--- src/rtl/writeback_broadcast_unit_if.sv ---
// Completion, wakeup and ROB-delivery signals of the writeback broadcast unit.
// The master modport is the unit itself; slave is the FU/RS/ROB side.
interface writeback_broadcast_unit_if #(
    parameter int unsigned CQ_AW = 4
);
    logic        fu1_done_valid;
    logic [5:0]  fu1_done_tag;
    logic [31:0] fu1_done_val;
    logic [5:0]  fu1_done_rob;
    logic        fu1_done_regwrite;
    logic        fu2_done_valid;
    logic [5:0]  fu2_done_tag;
    logic [31:0] fu2_done_val;
    logic [5:0]  fu2_done_rob;
    logic        fu2_done_regwrite;
    logic        fu3_done_valid;
    logic [5:0]  fu3_done_tag;
    logic [31:0] fu3_done_val;
    logic [5:0]  fu3_done_rob;
    logic        fu3_done_regwrite;
    logic        ls_done_valid;
    logic [5:0]  ls_done_tag;
    logic [31:0] ls_done_val;
    logic [5:0]  ls_done_rob;
    logic        ls_done_regwrite;

    logic        wakeup_1_valid;
    logic [5:0]  wakeup_1_tag;
    logic [31:0] wakeup_1_val;
    logic        wakeup_2_valid;
    logic [5:0]  wakeup_2_tag;
    logic [31:0] wakeup_2_val;
    logic        wakeup_3_valid;
    logic [5:0]  wakeup_3_tag;
    logic [31:0] wakeup_3_val;
    logic        wakeup_4_valid;
    logic [5:0]  wakeup_4_tag;
    logic [31:0] wakeup_4_val;

    logic        FU1_ready;
    logic        FU2_ready;
    logic        FU3_ready;
    logic        LS_ready;

    logic        rob_cmp_valid;
    logic [5:0]  rob_cmp_num;
    logic [31:0] rob_cmp_val;
    logic        rob_cmp_ready;
    logic [CQ_AW:0] cq_count;
    logic        overflow_err;

    modport master (
        input  fu1_done_valid, fu1_done_tag, fu1_done_val, fu1_done_rob, fu1_done_regwrite,
        input  fu2_done_valid, fu2_done_tag, fu2_done_val, fu2_done_rob, fu2_done_regwrite,
        input  fu3_done_valid, fu3_done_tag, fu3_done_val, fu3_done_rob, fu3_done_regwrite,
        input  ls_done_valid, ls_done_tag, ls_done_val, ls_done_rob, ls_done_regwrite,
        input  rob_cmp_ready,
        output wakeup_1_valid, wakeup_1_tag, wakeup_1_val,
        output wakeup_2_valid, wakeup_2_tag, wakeup_2_val,
        output wakeup_3_valid, wakeup_3_tag, wakeup_3_val,
        output wakeup_4_valid, wakeup_4_tag, wakeup_4_val,
        output FU1_ready, FU2_ready, FU3_ready, LS_ready,
        output rob_cmp_valid, rob_cmp_num, rob_cmp_val, cq_count, overflow_err
    );

    modport slave (
        output fu1_done_valid, fu1_done_tag, fu1_done_val, fu1_done_rob, fu1_done_regwrite,
        output fu2_done_valid, fu2_done_tag, fu2_done_val, fu2_done_rob, fu2_done_regwrite,
        output fu3_done_valid, fu3_done_tag, fu3_done_val, fu3_done_rob, fu3_done_regwrite,
        output ls_done_valid, ls_done_tag, ls_done_val, ls_done_rob, ls_done_regwrite,
        output rob_cmp_ready,
        input  wakeup_1_valid, wakeup_1_tag, wakeup_1_val,
        input  wakeup_2_valid, wakeup_2_tag, wakeup_2_val,
        input  wakeup_3_valid, wakeup_3_tag, wakeup_3_val,
        input  wakeup_4_valid, wakeup_4_tag, wakeup_4_val,
        input  FU1_ready, FU2_ready, FU3_ready, LS_ready,
        input  rob_cmp_valid, rob_cmp_num, rob_cmp_val, cq_count, overflow_err
    );
endinterface

--- src/rtl/writeback_broadcast_unit.sv ---
// Registers FU/LS completions onto the wakeup buses and queues every completion
// for in-order, one-per-cycle delivery to the ROB.
module writeback_broadcast_unit #(
    parameter int unsigned CQ_DEPTH = 16,
    parameter int unsigned CQ_AW    = 4,
    parameter int unsigned NUM_SRC  = 4
) (
    input logic                         clk,
    input logic                         reset,
    writeback_broadcast_unit_if.master  wb_bus
);
    logic        w_src_valid [NUM_SRC];
    logic        w_src_rw    [NUM_SRC];
    logic [5:0]  w_src_tag   [NUM_SRC];
    logic [5:0]  w_src_rob   [NUM_SRC];
    logic [31:0] w_src_val   [NUM_SRC];

    assign w_src_valid[0] = wb_bus.fu1_done_valid;
    assign w_src_rw[0]    = wb_bus.fu1_done_regwrite;
    assign w_src_tag[0]   = wb_bus.fu1_done_tag;
    assign w_src_rob[0]   = wb_bus.fu1_done_rob;
    assign w_src_val[0]   = wb_bus.fu1_done_val;
    assign w_src_valid[1] = wb_bus.fu2_done_valid;
    assign w_src_rw[1]    = wb_bus.fu2_done_regwrite;
    assign w_src_tag[1]   = wb_bus.fu2_done_tag;
    assign w_src_rob[1]   = wb_bus.fu2_done_rob;
    assign w_src_val[1]   = wb_bus.fu2_done_val;
    assign w_src_valid[2] = wb_bus.fu3_done_valid;
    assign w_src_rw[2]    = wb_bus.fu3_done_regwrite;
    assign w_src_tag[2]   = wb_bus.fu3_done_tag;
    assign w_src_rob[2]   = wb_bus.fu3_done_rob;
    assign w_src_val[2]   = wb_bus.fu3_done_val;
    assign w_src_valid[3] = wb_bus.ls_done_valid;
    assign w_src_rw[3]    = wb_bus.ls_done_regwrite;
    assign w_src_tag[3]   = wb_bus.ls_done_tag;
    assign w_src_rob[3]   = wb_bus.ls_done_rob;
    assign w_src_val[3]   = wb_bus.ls_done_val;

    logic [5:0]       r_cq_rob [CQ_DEPTH];
    logic [31:0]      r_cq_val [CQ_DEPTH];
    logic [CQ_AW-1:0] r_wr_ptr, r_rd_ptr;
    logic [CQ_AW:0]   r_count;
    logic             r_ready, r_overflow;
    logic             r_wk_valid [NUM_SRC];
    logic [5:0]       r_wk_tag   [NUM_SRC];
    logic [31:0]      r_wk_val   [NUM_SRC];

    logic             w_head_valid, w_deq, w_drop, w_ready_d;
    logic [CQ_AW:0]   w_free, w_n_enq, w_count_d;
    logic             w_accept  [NUM_SRC];
    logic             w_wk_fire [NUM_SRC];
    logic [CQ_AW-1:0] w_slot    [NUM_SRC];

    assign w_head_valid = (r_count != '0);
    assign w_deq        = w_head_valid & wb_bus.rob_cmp_ready;
    // A slot freed by this cycle's dequeue can be refilled in the same cycle.
    assign w_free       = (CQ_AW+1)'(CQ_DEPTH) - r_count + (CQ_AW+1)'(w_deq);

    // Sources claim consecutive tail slots in fixed priority order.
    always_comb begin
        w_n_enq = '0;
        w_drop  = 1'b0;
        for (int i = 0; i < NUM_SRC; i++) begin
            w_accept[i]  = 1'b0;
            w_slot[i]    = r_wr_ptr + w_n_enq[CQ_AW-1:0];
            w_wk_fire[i] = w_src_valid[i] & w_src_rw[i] & (w_src_tag[i] != '0);
            if (w_src_valid[i]) begin
                if (w_n_enq < w_free) begin
                    w_accept[i] = 1'b1;
                    w_n_enq     = w_n_enq + (CQ_AW+1)'(1);
                end else begin
                    w_drop = 1'b1;
                end
            end
        end
        w_count_d = r_count + w_n_enq - (CQ_AW+1)'(w_deq);
        w_ready_d = (w_count_d <= (CQ_AW+1)'(CQ_DEPTH - NUM_SRC));
    end

    always_ff @(posedge clk) begin
        for (int i = 0; i < NUM_SRC; i++) begin
            if (w_accept[i]) begin
                r_cq_rob[w_slot[i]] <= w_src_rob[i];
                r_cq_val[w_slot[i]] <= w_src_val[i];
            end
        end
    end

    always_ff @(posedge clk) begin
        if (!reset) begin
            r_wr_ptr   <= '0;
            r_rd_ptr   <= '0;
            r_count    <= '0;
            r_ready    <= 1'b1;
            r_overflow <= 1'b0;
            for (int i = 0; i < NUM_SRC; i++) begin
                r_wk_valid[i] <= 1'b0;
                r_wk_tag[i]   <= '0;
                r_wk_val[i]   <= '0;
            end
        end else begin
            r_wr_ptr   <= r_wr_ptr + w_n_enq[CQ_AW-1:0];
            r_rd_ptr   <= r_rd_ptr + CQ_AW'(w_deq);
            r_count    <= w_count_d;
            r_ready    <= w_ready_d;
            r_overflow <= r_overflow | w_drop;
            for (int i = 0; i < NUM_SRC; i++) begin
                r_wk_valid[i] <= w_wk_fire[i];
                if (w_wk_fire[i]) begin
                    r_wk_tag[i] <= w_src_tag[i];
                    r_wk_val[i] <= w_src_val[i];
                end
            end
        end
    end

    assign wb_bus.wakeup_1_valid = r_wk_valid[0];
    assign wb_bus.wakeup_1_tag   = r_wk_tag[0];
    assign wb_bus.wakeup_1_val   = r_wk_val[0];
    assign wb_bus.wakeup_2_valid = r_wk_valid[1];
    assign wb_bus.wakeup_2_tag   = r_wk_tag[1];
    assign wb_bus.wakeup_2_val   = r_wk_val[1];
    assign wb_bus.wakeup_3_valid = r_wk_valid[2];
    assign wb_bus.wakeup_3_tag   = r_wk_tag[2];
    assign wb_bus.wakeup_3_val   = r_wk_val[2];
    assign wb_bus.wakeup_4_valid = r_wk_valid[3];
    assign wb_bus.wakeup_4_tag   = r_wk_tag[3];
    assign wb_bus.wakeup_4_val   = r_wk_val[3];

    assign wb_bus.FU1_ready = r_ready;
    assign wb_bus.FU2_ready = r_ready;
    assign wb_bus.FU3_ready = r_ready;
    assign wb_bus.LS_ready  = r_ready;

    // Head fields read as zero while empty so stale storage never leaks out.
    assign wb_bus.rob_cmp_valid = w_head_valid;
    assign wb_bus.rob_cmp_num   = w_head_valid ? r_cq_rob[r_rd_ptr] : '0;
    assign wb_bus.rob_cmp_val   = w_head_valid ? r_cq_val[r_rd_ptr] : '0;
    assign wb_bus.cq_count      = r_count;
    assign wb_bus.overflow_err  = r_overflow;
endmodule

--- src/flat_wrapper.sv ---
// flat-port wrapper written by rule: the top's interface ports become plain ports
module writeback_broadcast_unit_flat 
#(
    parameter int unsigned CQ_DEPTH = 16,
    parameter int unsigned CQ_AW    = 4,
    parameter int unsigned NUM_SRC  = 4
)
  (clk, reset, wb_bus_fu1_done_valid, wb_bus_fu1_done_tag, wb_bus_fu1_done_val, wb_bus_fu1_done_rob, wb_bus_fu1_done_regwrite, wb_bus_fu2_done_valid, wb_bus_fu2_done_tag, wb_bus_fu2_done_val, wb_bus_fu2_done_rob, wb_bus_fu2_done_regwrite, wb_bus_fu3_done_valid, wb_bus_fu3_done_tag, wb_bus_fu3_done_val, wb_bus_fu3_done_rob, wb_bus_fu3_done_regwrite, wb_bus_ls_done_valid, wb_bus_ls_done_tag, wb_bus_ls_done_val, wb_bus_ls_done_rob, wb_bus_ls_done_regwrite, wb_bus_rob_cmp_ready, wb_bus_wakeup_1_valid, wb_bus_wakeup_1_tag, wb_bus_wakeup_1_val, wb_bus_wakeup_2_valid, wb_bus_wakeup_2_tag, wb_bus_wakeup_2_val, wb_bus_wakeup_3_valid, wb_bus_wakeup_3_tag, wb_bus_wakeup_3_val, wb_bus_wakeup_4_valid, wb_bus_wakeup_4_tag, wb_bus_wakeup_4_val, wb_bus_FU1_ready, wb_bus_FU2_ready, wb_bus_FU3_ready, wb_bus_LS_ready, wb_bus_rob_cmp_valid, wb_bus_rob_cmp_num, wb_bus_rob_cmp_val, wb_bus_cq_count, wb_bus_overflow_err);
  writeback_broadcast_unit_if #(.CQ_AW(CQ_AW)) wb_bus_i ();
  input logic clk;
  input logic reset;
  input wire logic [$bits(wb_bus_i.fu1_done_valid)-1:0] wb_bus_fu1_done_valid;
  input wire logic [$bits(wb_bus_i.fu1_done_tag)-1:0] wb_bus_fu1_done_tag;
  input wire logic [$bits(wb_bus_i.fu1_done_val)-1:0] wb_bus_fu1_done_val;
  input wire logic [$bits(wb_bus_i.fu1_done_rob)-1:0] wb_bus_fu1_done_rob;
  input wire logic [$bits(wb_bus_i.fu1_done_regwrite)-1:0] wb_bus_fu1_done_regwrite;
  input wire logic [$bits(wb_bus_i.fu2_done_valid)-1:0] wb_bus_fu2_done_valid;
  input wire logic [$bits(wb_bus_i.fu2_done_tag)-1:0] wb_bus_fu2_done_tag;
  input wire logic [$bits(wb_bus_i.fu2_done_val)-1:0] wb_bus_fu2_done_val;
  input wire logic [$bits(wb_bus_i.fu2_done_rob)-1:0] wb_bus_fu2_done_rob;
  input wire logic [$bits(wb_bus_i.fu2_done_regwrite)-1:0] wb_bus_fu2_done_regwrite;
  input wire logic [$bits(wb_bus_i.fu3_done_valid)-1:0] wb_bus_fu3_done_valid;
  input wire logic [$bits(wb_bus_i.fu3_done_tag)-1:0] wb_bus_fu3_done_tag;
  input wire logic [$bits(wb_bus_i.fu3_done_val)-1:0] wb_bus_fu3_done_val;
  input wire logic [$bits(wb_bus_i.fu3_done_rob)-1:0] wb_bus_fu3_done_rob;
  input wire logic [$bits(wb_bus_i.fu3_done_regwrite)-1:0] wb_bus_fu3_done_regwrite;
  input wire logic [$bits(wb_bus_i.ls_done_valid)-1:0] wb_bus_ls_done_valid;
  input wire logic [$bits(wb_bus_i.ls_done_tag)-1:0] wb_bus_ls_done_tag;
  input wire logic [$bits(wb_bus_i.ls_done_val)-1:0] wb_bus_ls_done_val;
  input wire logic [$bits(wb_bus_i.ls_done_rob)-1:0] wb_bus_ls_done_rob;
  input wire logic [$bits(wb_bus_i.ls_done_regwrite)-1:0] wb_bus_ls_done_regwrite;
  input wire logic [$bits(wb_bus_i.rob_cmp_ready)-1:0] wb_bus_rob_cmp_ready;
  output wire logic [$bits(wb_bus_i.wakeup_1_valid)-1:0] wb_bus_wakeup_1_valid;
  output wire logic [$bits(wb_bus_i.wakeup_1_tag)-1:0] wb_bus_wakeup_1_tag;
  output wire logic [$bits(wb_bus_i.wakeup_1_val)-1:0] wb_bus_wakeup_1_val;
  output wire logic [$bits(wb_bus_i.wakeup_2_valid)-1:0] wb_bus_wakeup_2_valid;
  output wire logic [$bits(wb_bus_i.wakeup_2_tag)-1:0] wb_bus_wakeup_2_tag;
  output wire logic [$bits(wb_bus_i.wakeup_2_val)-1:0] wb_bus_wakeup_2_val;
  output wire logic [$bits(wb_bus_i.wakeup_3_valid)-1:0] wb_bus_wakeup_3_valid;
  output wire logic [$bits(wb_bus_i.wakeup_3_tag)-1:0] wb_bus_wakeup_3_tag;
  output wire logic [$bits(wb_bus_i.wakeup_3_val)-1:0] wb_bus_wakeup_3_val;
  output wire logic [$bits(wb_bus_i.wakeup_4_valid)-1:0] wb_bus_wakeup_4_valid;
  output wire logic [$bits(wb_bus_i.wakeup_4_tag)-1:0] wb_bus_wakeup_4_tag;
  output wire logic [$bits(wb_bus_i.wakeup_4_val)-1:0] wb_bus_wakeup_4_val;
  output wire logic [$bits(wb_bus_i.FU1_ready)-1:0] wb_bus_FU1_ready;
  output wire logic [$bits(wb_bus_i.FU2_ready)-1:0] wb_bus_FU2_ready;
  output wire logic [$bits(wb_bus_i.FU3_ready)-1:0] wb_bus_FU3_ready;
  output wire logic [$bits(wb_bus_i.LS_ready)-1:0] wb_bus_LS_ready;
  output wire logic [$bits(wb_bus_i.rob_cmp_valid)-1:0] wb_bus_rob_cmp_valid;
  output wire logic [$bits(wb_bus_i.rob_cmp_num)-1:0] wb_bus_rob_cmp_num;
  output wire logic [$bits(wb_bus_i.rob_cmp_val)-1:0] wb_bus_rob_cmp_val;
  output wire logic [$bits(wb_bus_i.cq_count)-1:0] wb_bus_cq_count;
  output wire logic [$bits(wb_bus_i.overflow_err)-1:0] wb_bus_overflow_err;
  assign wb_bus_i.fu1_done_valid = wb_bus_fu1_done_valid;
  assign wb_bus_i.fu1_done_tag = wb_bus_fu1_done_tag;
  assign wb_bus_i.fu1_done_val = wb_bus_fu1_done_val;
  assign wb_bus_i.fu1_done_rob = wb_bus_fu1_done_rob;
  assign wb_bus_i.fu1_done_regwrite = wb_bus_fu1_done_regwrite;
  assign wb_bus_i.fu2_done_valid = wb_bus_fu2_done_valid;
  assign wb_bus_i.fu2_done_tag = wb_bus_fu2_done_tag;
  assign wb_bus_i.fu2_done_val = wb_bus_fu2_done_val;
  assign wb_bus_i.fu2_done_rob = wb_bus_fu2_done_rob;
  assign wb_bus_i.fu2_done_regwrite = wb_bus_fu2_done_regwrite;
  assign wb_bus_i.fu3_done_valid = wb_bus_fu3_done_valid;
  assign wb_bus_i.fu3_done_tag = wb_bus_fu3_done_tag;
  assign wb_bus_i.fu3_done_val = wb_bus_fu3_done_val;
  assign wb_bus_i.fu3_done_rob = wb_bus_fu3_done_rob;
  assign wb_bus_i.fu3_done_regwrite = wb_bus_fu3_done_regwrite;
  assign wb_bus_i.ls_done_valid = wb_bus_ls_done_valid;
  assign wb_bus_i.ls_done_tag = wb_bus_ls_done_tag;
  assign wb_bus_i.ls_done_val = wb_bus_ls_done_val;
  assign wb_bus_i.ls_done_rob = wb_bus_ls_done_rob;
  assign wb_bus_i.ls_done_regwrite = wb_bus_ls_done_regwrite;
  assign wb_bus_i.rob_cmp_ready = wb_bus_rob_cmp_ready;
  assign wb_bus_wakeup_1_valid = wb_bus_i.wakeup_1_valid;
  assign wb_bus_wakeup_1_tag = wb_bus_i.wakeup_1_tag;
  assign wb_bus_wakeup_1_val = wb_bus_i.wakeup_1_val;
  assign wb_bus_wakeup_2_valid = wb_bus_i.wakeup_2_valid;
  assign wb_bus_wakeup_2_tag = wb_bus_i.wakeup_2_tag;
  assign wb_bus_wakeup_2_val = wb_bus_i.wakeup_2_val;
  assign wb_bus_wakeup_3_valid = wb_bus_i.wakeup_3_valid;
  assign wb_bus_wakeup_3_tag = wb_bus_i.wakeup_3_tag;
  assign wb_bus_wakeup_3_val = wb_bus_i.wakeup_3_val;
  assign wb_bus_wakeup_4_valid = wb_bus_i.wakeup_4_valid;
  assign wb_bus_wakeup_4_tag = wb_bus_i.wakeup_4_tag;
  assign wb_bus_wakeup_4_val = wb_bus_i.wakeup_4_val;
  assign wb_bus_FU1_ready = wb_bus_i.FU1_ready;
  assign wb_bus_FU2_ready = wb_bus_i.FU2_ready;
  assign wb_bus_FU3_ready = wb_bus_i.FU3_ready;
  assign wb_bus_LS_ready = wb_bus_i.LS_ready;
  assign wb_bus_rob_cmp_valid = wb_bus_i.rob_cmp_valid;
  assign wb_bus_rob_cmp_num = wb_bus_i.rob_cmp_num;
  assign wb_bus_rob_cmp_val = wb_bus_i.rob_cmp_val;
  assign wb_bus_cq_count = wb_bus_i.cq_count;
  assign wb_bus_overflow_err = wb_bus_i.overflow_err;
  writeback_broadcast_unit #(.CQ_DEPTH(CQ_DEPTH), .CQ_AW(CQ_AW), .NUM_SRC(NUM_SRC)) u_core (.clk(clk), .reset(reset), .wb_bus(wb_bus_i));
endmodule
--- config.mk ---
export PLATFORM = sky130hd
export DESIGN_NAME = writeback_broadcast_unit_flat
export DESIGN_NICKNAME = d
export VERILOG_FILES = /design/src/rtl/writeback_broadcast_unit_if.sv /design/src/rtl/writeback_broadcast_unit.sv /design/src/flat_wrapper.sv
export SDC_FILE = /design/constraint.sdc
export NUM_CORES = 2
export LEC_CHECK = 0
export CORE_MARGIN = 2
export CORE_UTILIZATION = 60
export CTS_CLUSTER_SIZE = 8
export DETAILED_ROUTE_END_ITERATION = 6
export HOLD_SLACK_MARGIN = 0.06
export PLACE_DENSITY = 0.82
export RECOVER_POWER = 25
export SLEW_MARGIN = 20
export SYNTH_ARGS = -nofsm -noshare
export SYNTH_HDL_FRONTEND = slang
export SYNTH_SLANG_ARGS = --single-unit
--- constraint.sdc ---
create_clock -name clk -period 8.7 [get_ports clk]
set_clock_uncertainty 0.1 [all_clocks]
set_input_delay 1.305 -clock clk [delete_from_list [all_inputs] [get_ports clk]]
set_output_delay 1.305 -clock clk [all_outputs]
set_load 0.005 [all_outputs]
==> impl_summary.log <==
INFO  metric final.setup.tns = 0 ns
INFO  metric placement.io_buffers = between 300 and 400
INFO  metric worst_slew_pin_slew = between 3 and 4 ns
INFO  metric finalWeightedCongestion = 0.955
INFO  metric die_height = approximately 300 um
INFO  metric max_cap_viol_count = 8
INFO  metric holdBufCountCts = 0
INFO  metric synth.avg_cell_area = about 13 um^2
INFO  metric grt_pass1_wl = 287 mm
INFO  metric crit_path_max_incr_delay = 0.86 ns
INFO  metric grt_start_max_net_pins = approximately 100
INFO  metric cell_internal_pwr = between 10 and 15 mW
INFO  metric setup_violations = 0
INFO  metric die_width = 297 um
INFO  metric route.vias.total = 41600
INFO  metric net_load_switching_power = 7.80 mW
INFO  metric grt_pass1_vias = 40900
INFO  metric place_hpwl = 108 mm
INFO  metric antenna_left = 0
INFO  metric path_clk_slew = 0.05 ns
INFO  metric critical_path_peak_fanout = 39
INFO  metric floorplan.initialDensity = between 60% and 70%
INFO  metric post_cts.repair.setup_buffers = 0
INFO  metric drc_errors = 1
INFO  metric mappedNetlistArea = 0.0515 mm^2
INFO  metric crit_slowest_cell = a2111oi_0
INFO  metric fp.dieArea = slightly below 0.09 mm^2
INFO  metric crit_chain = dlygate4sd3_1 -> nand2_1 -> ha_1 -> inv_1 -> ha_1 -> inv_1 -> a21oi_2 -> o21a_2 -> a211oi_1 -> ha_1 -> ha_1 -> nand2b_1 -> a2111oi_0 -> or2_2 -> o21ai_4 -> buf_4 -> nand4b_1 -> buf_12
INFO  metric finish.utilization = approximately 69%
INFO  metric ctsResizeCount = 0
INFO  metric setup.worst_path.end_class = register
INFO  metric yosys.cell_types.count = 67
INFO  metric totalPowerFinal = ~19 mW
INFO  metric fin_crit = slightly below 7 ns
INFO  metric critPathArrivalTime = around 7 ns
INFO  metric p_sw_share = between 40% and 50%
INFO  metric detail_route.wl_per_cell = approximately 38 um
INFO  metric synth_flop_cell = edfxtp_1
INFO  metric synth.ff_latch_count = 779
INFO  metric startpoint_type = primary input
INFO  metric clock_power_share = a little over 20%
INFO  metric grt-ovfl-total = 0
INFO  metric final-max-slew-violation-count = around 210
INFO  metric ir_drop = approximately 0.33 mV
INFO  metric most-common-layout-cells = edfxtp_1 (760), mux2_2 (613), a22oi_1 (605)
INFO  metric run_status = complete, but fails checks
INFO  metric fmax = approximately 0.15 GHz
INFO  metric drtPass1Iterations = 7
INFO  metric area_growth_syn_to_layout = 14.1%
INFO  metric asyncSetResetFlopFracSynth = 0%
INFO  metric nNetsFinal = around 4300
INFO  metric hold_violations = 0
INFO  metric avgViaCountPerCell = 7.88
INFO  metric sequentialPowerShare = 31.6%
INFO  metric hold_class = register to register
INFO  metric critical_path.most_common_cell = ha_1
INFO  metric grt_util_all_layers = between 40% and 50%
INFO  metric max_h_tree_level = 3
INFO  metric final.fill_count = 5902
INFO  metric power_density_cells = approximately 330 mW/mm^2
INFO  metric p_comb_share = 48.0%
INFO  metric core_area = roughly 0.085 mm^2
INFO  metric critical_path_class = primary input to register
INFO  metric syn-instance-count = about 4000
INFO  metric synth.yosys.seq_area_share = ~45%
INFO  metric cts_sinks = slightly below 800
INFO  metric clk_path_buf_depth = 3
INFO  metric mostFrequentLayoutCell = edfxtp_1
INFO  metric wirelength = just over 200 mm
INFO  metric drt-initial-drc-count = between 8000 and 9000
INFO  metric maxSlewHeadroom = -105%
INFO  metric ys.warnings.count = 0
INFO  metric crit_required = between 8 and 9 ns
INFO  metric number_of_antenna_violations_at_the_first_check_in_global_routing = 11
INFO  metric leakage = 23.7 nW
INFO  metric synth_edf_count = 760
INFO  metric insertion_delay = between 0.6 and 0.7 ns
INFO  metric violations = DRC, capacitance limit, slew limit
INFO  metric clockRootBuffer = clkbuf_16
INFO  metric post-route-period-util = 78.0%
INFO  metric placementRows = 107
INFO  metric io_pins = between 300 and 400
INFO  metric unrepaired_setup_endpoints_after_global_routing = false
INFO  metric fin_hold_ws = about 0.45 ns
INFO  metric final_layout_size_suffix_gt1_share = roughly a quarter
INFO  metric preCtsSetupSlack = between 1 and 1.5 ns
INFO  metric cts-buffers-inserted = about 110
INFO  metric final_critical_path_setup_slack = 1.91 ns
INFO  metric tritoncts = done
per-stage QoR:
stage	std cells	cell area, um^2
2_1_floorplan	4017	51500
3_3_place_gp	5117	55800
3_5_place_dp	5117	55800
4_1_cts	5266	58700
5_1_grt	5268	58700
6_report	5280	58700
final timing paths:
kind	start	end	slack (ns)	depth (start not counted)
worst max-delay path	wb_bus_rob_cmp_ready	u_core.r_cq_val[0][13]$_DFFE_PP_	1.91	18
worst min-delay path	u_core.wb_bus.overflow_err$_SDFF_PN0_	u_core.wb_bus.overflow_err$_SDFF_PN0_	0.45	2
worst max register to register	u_core.wb_bus.cq_count[2]$_SDFF_PN0_	u_core.r_cq_val[0][13]$_DFFE_PP_	2.23	21
worst min register to register	u_core.wb_bus.overflow_err$_SDFF_PN0_	u_core.wb_bus.overflow_err$_SDFF_PN0_	0.45	2
state kept, by name (all words and copies together), names as in the netlist:
name / count
u_core.r_wk_val: 128
u_core.r_cq_rob: 96
u_core.wb_bus.overflow_err: 1
u_core.r_rd_ptr: 4
u_core.r_cq_val: 512
u_core.r_wr_ptr: 4
u_core.r_wk_valid: 4
u_core.wb_bus.cq_count: 5
u_core.r_wk_tag: 24
u_core.wb_bus.FU1_ready: 1
layout make-up:
| cell class | count | area (um^2) | share of cell area (%) |
|---|---|---|---|
| Multi-Input combinational cell | 2675 | 26200 | 44.6 |
| Tap cell | 1144 | 1430 | 2.44 |
| Inverter | 25 | 93.8 | 0.160 |
| Clock buffer | 143 | 2890 | 4.91 |
| Timing Repair Buffer | 494 | 4820 | 8.21 |
| Sequential cell | 779 | 23200 | 39.5 |
| Antenna cell | 14 | 35.0 | 0.0596 |
| Clock inverter | 6 | 68.8 | 0.117 |
synthesized netlist by cell type, drive strengths merged (16+ instances only):
| cell | number | area share [%] |
|---|---|---|
| a21oi | 16 | 0.18 |
| a22oi | 605 | 8.8 |
| and2 | 162 | 2.0 |
| buf | 243 | 2.6 |
| clkbuf | 295 | 2.2 |
| dfxtp | 19 | 0.74 |
| edfxtp | 760 | 44 |
| ha | 25 | 0.61 |
| inv | 25 | 0.18 |
| mux2 | 617 | 13 |
| mux2i | 604 | 12 |
| mux4 | 190 | 8.3 |
| nand2 | 57 | 0.42 |
| nor2 | 186 | 1.4 |
| nor2b | 44 | 0.53 |
| o21ai | 28 | 0.28 |
power groups by stage:
stage,Clock [mW],Sequential [mW],Combinational [mW]
finish,3.91,6.05,9.18
global route,4.03,6.10,9.25
CTS,3.89,6.02,8.70
detailed placement,0,6.09,8.64
global placement,0,6.05,8.47
floorplan,0,5.94,5.30
worst max-delay path: cells and delay by family:
family | cells | cell delay [ns]
fa+ha+maj | 4 | 1.27
buf+inv | 5 | 1.55
simple gates | 4 | 1.32
compound gates | 5 | 1.45
routing by layer:
layer	global-route usage, %	wire length (um)	up-vias
met1	56.5	65800	20000
met5	0	13	-
met4	28.4	15900	2
li1	-	-	15800
met2	64.2	85800	4589
met3	18.1	35100	1151
kinds of logic after synthesis:
kind of cell | after synthesis | share of synthesized area, %
other | 2 | 0.0146
flip-flops | 779 | 45.1
XOR/XNOR | 18 | 0.306
AO/OA/AOI/OAI | 683 | 9.87
multiplexers | 1411 | 33.6
adder cells (fa/ha/maj) | 30 | 0.766
AND/OR/NAND/NOR | 530 | 5.41
buffers and inverters | 563 | 5.01
No activity file was read; power rests on OpenSTA's default activity.
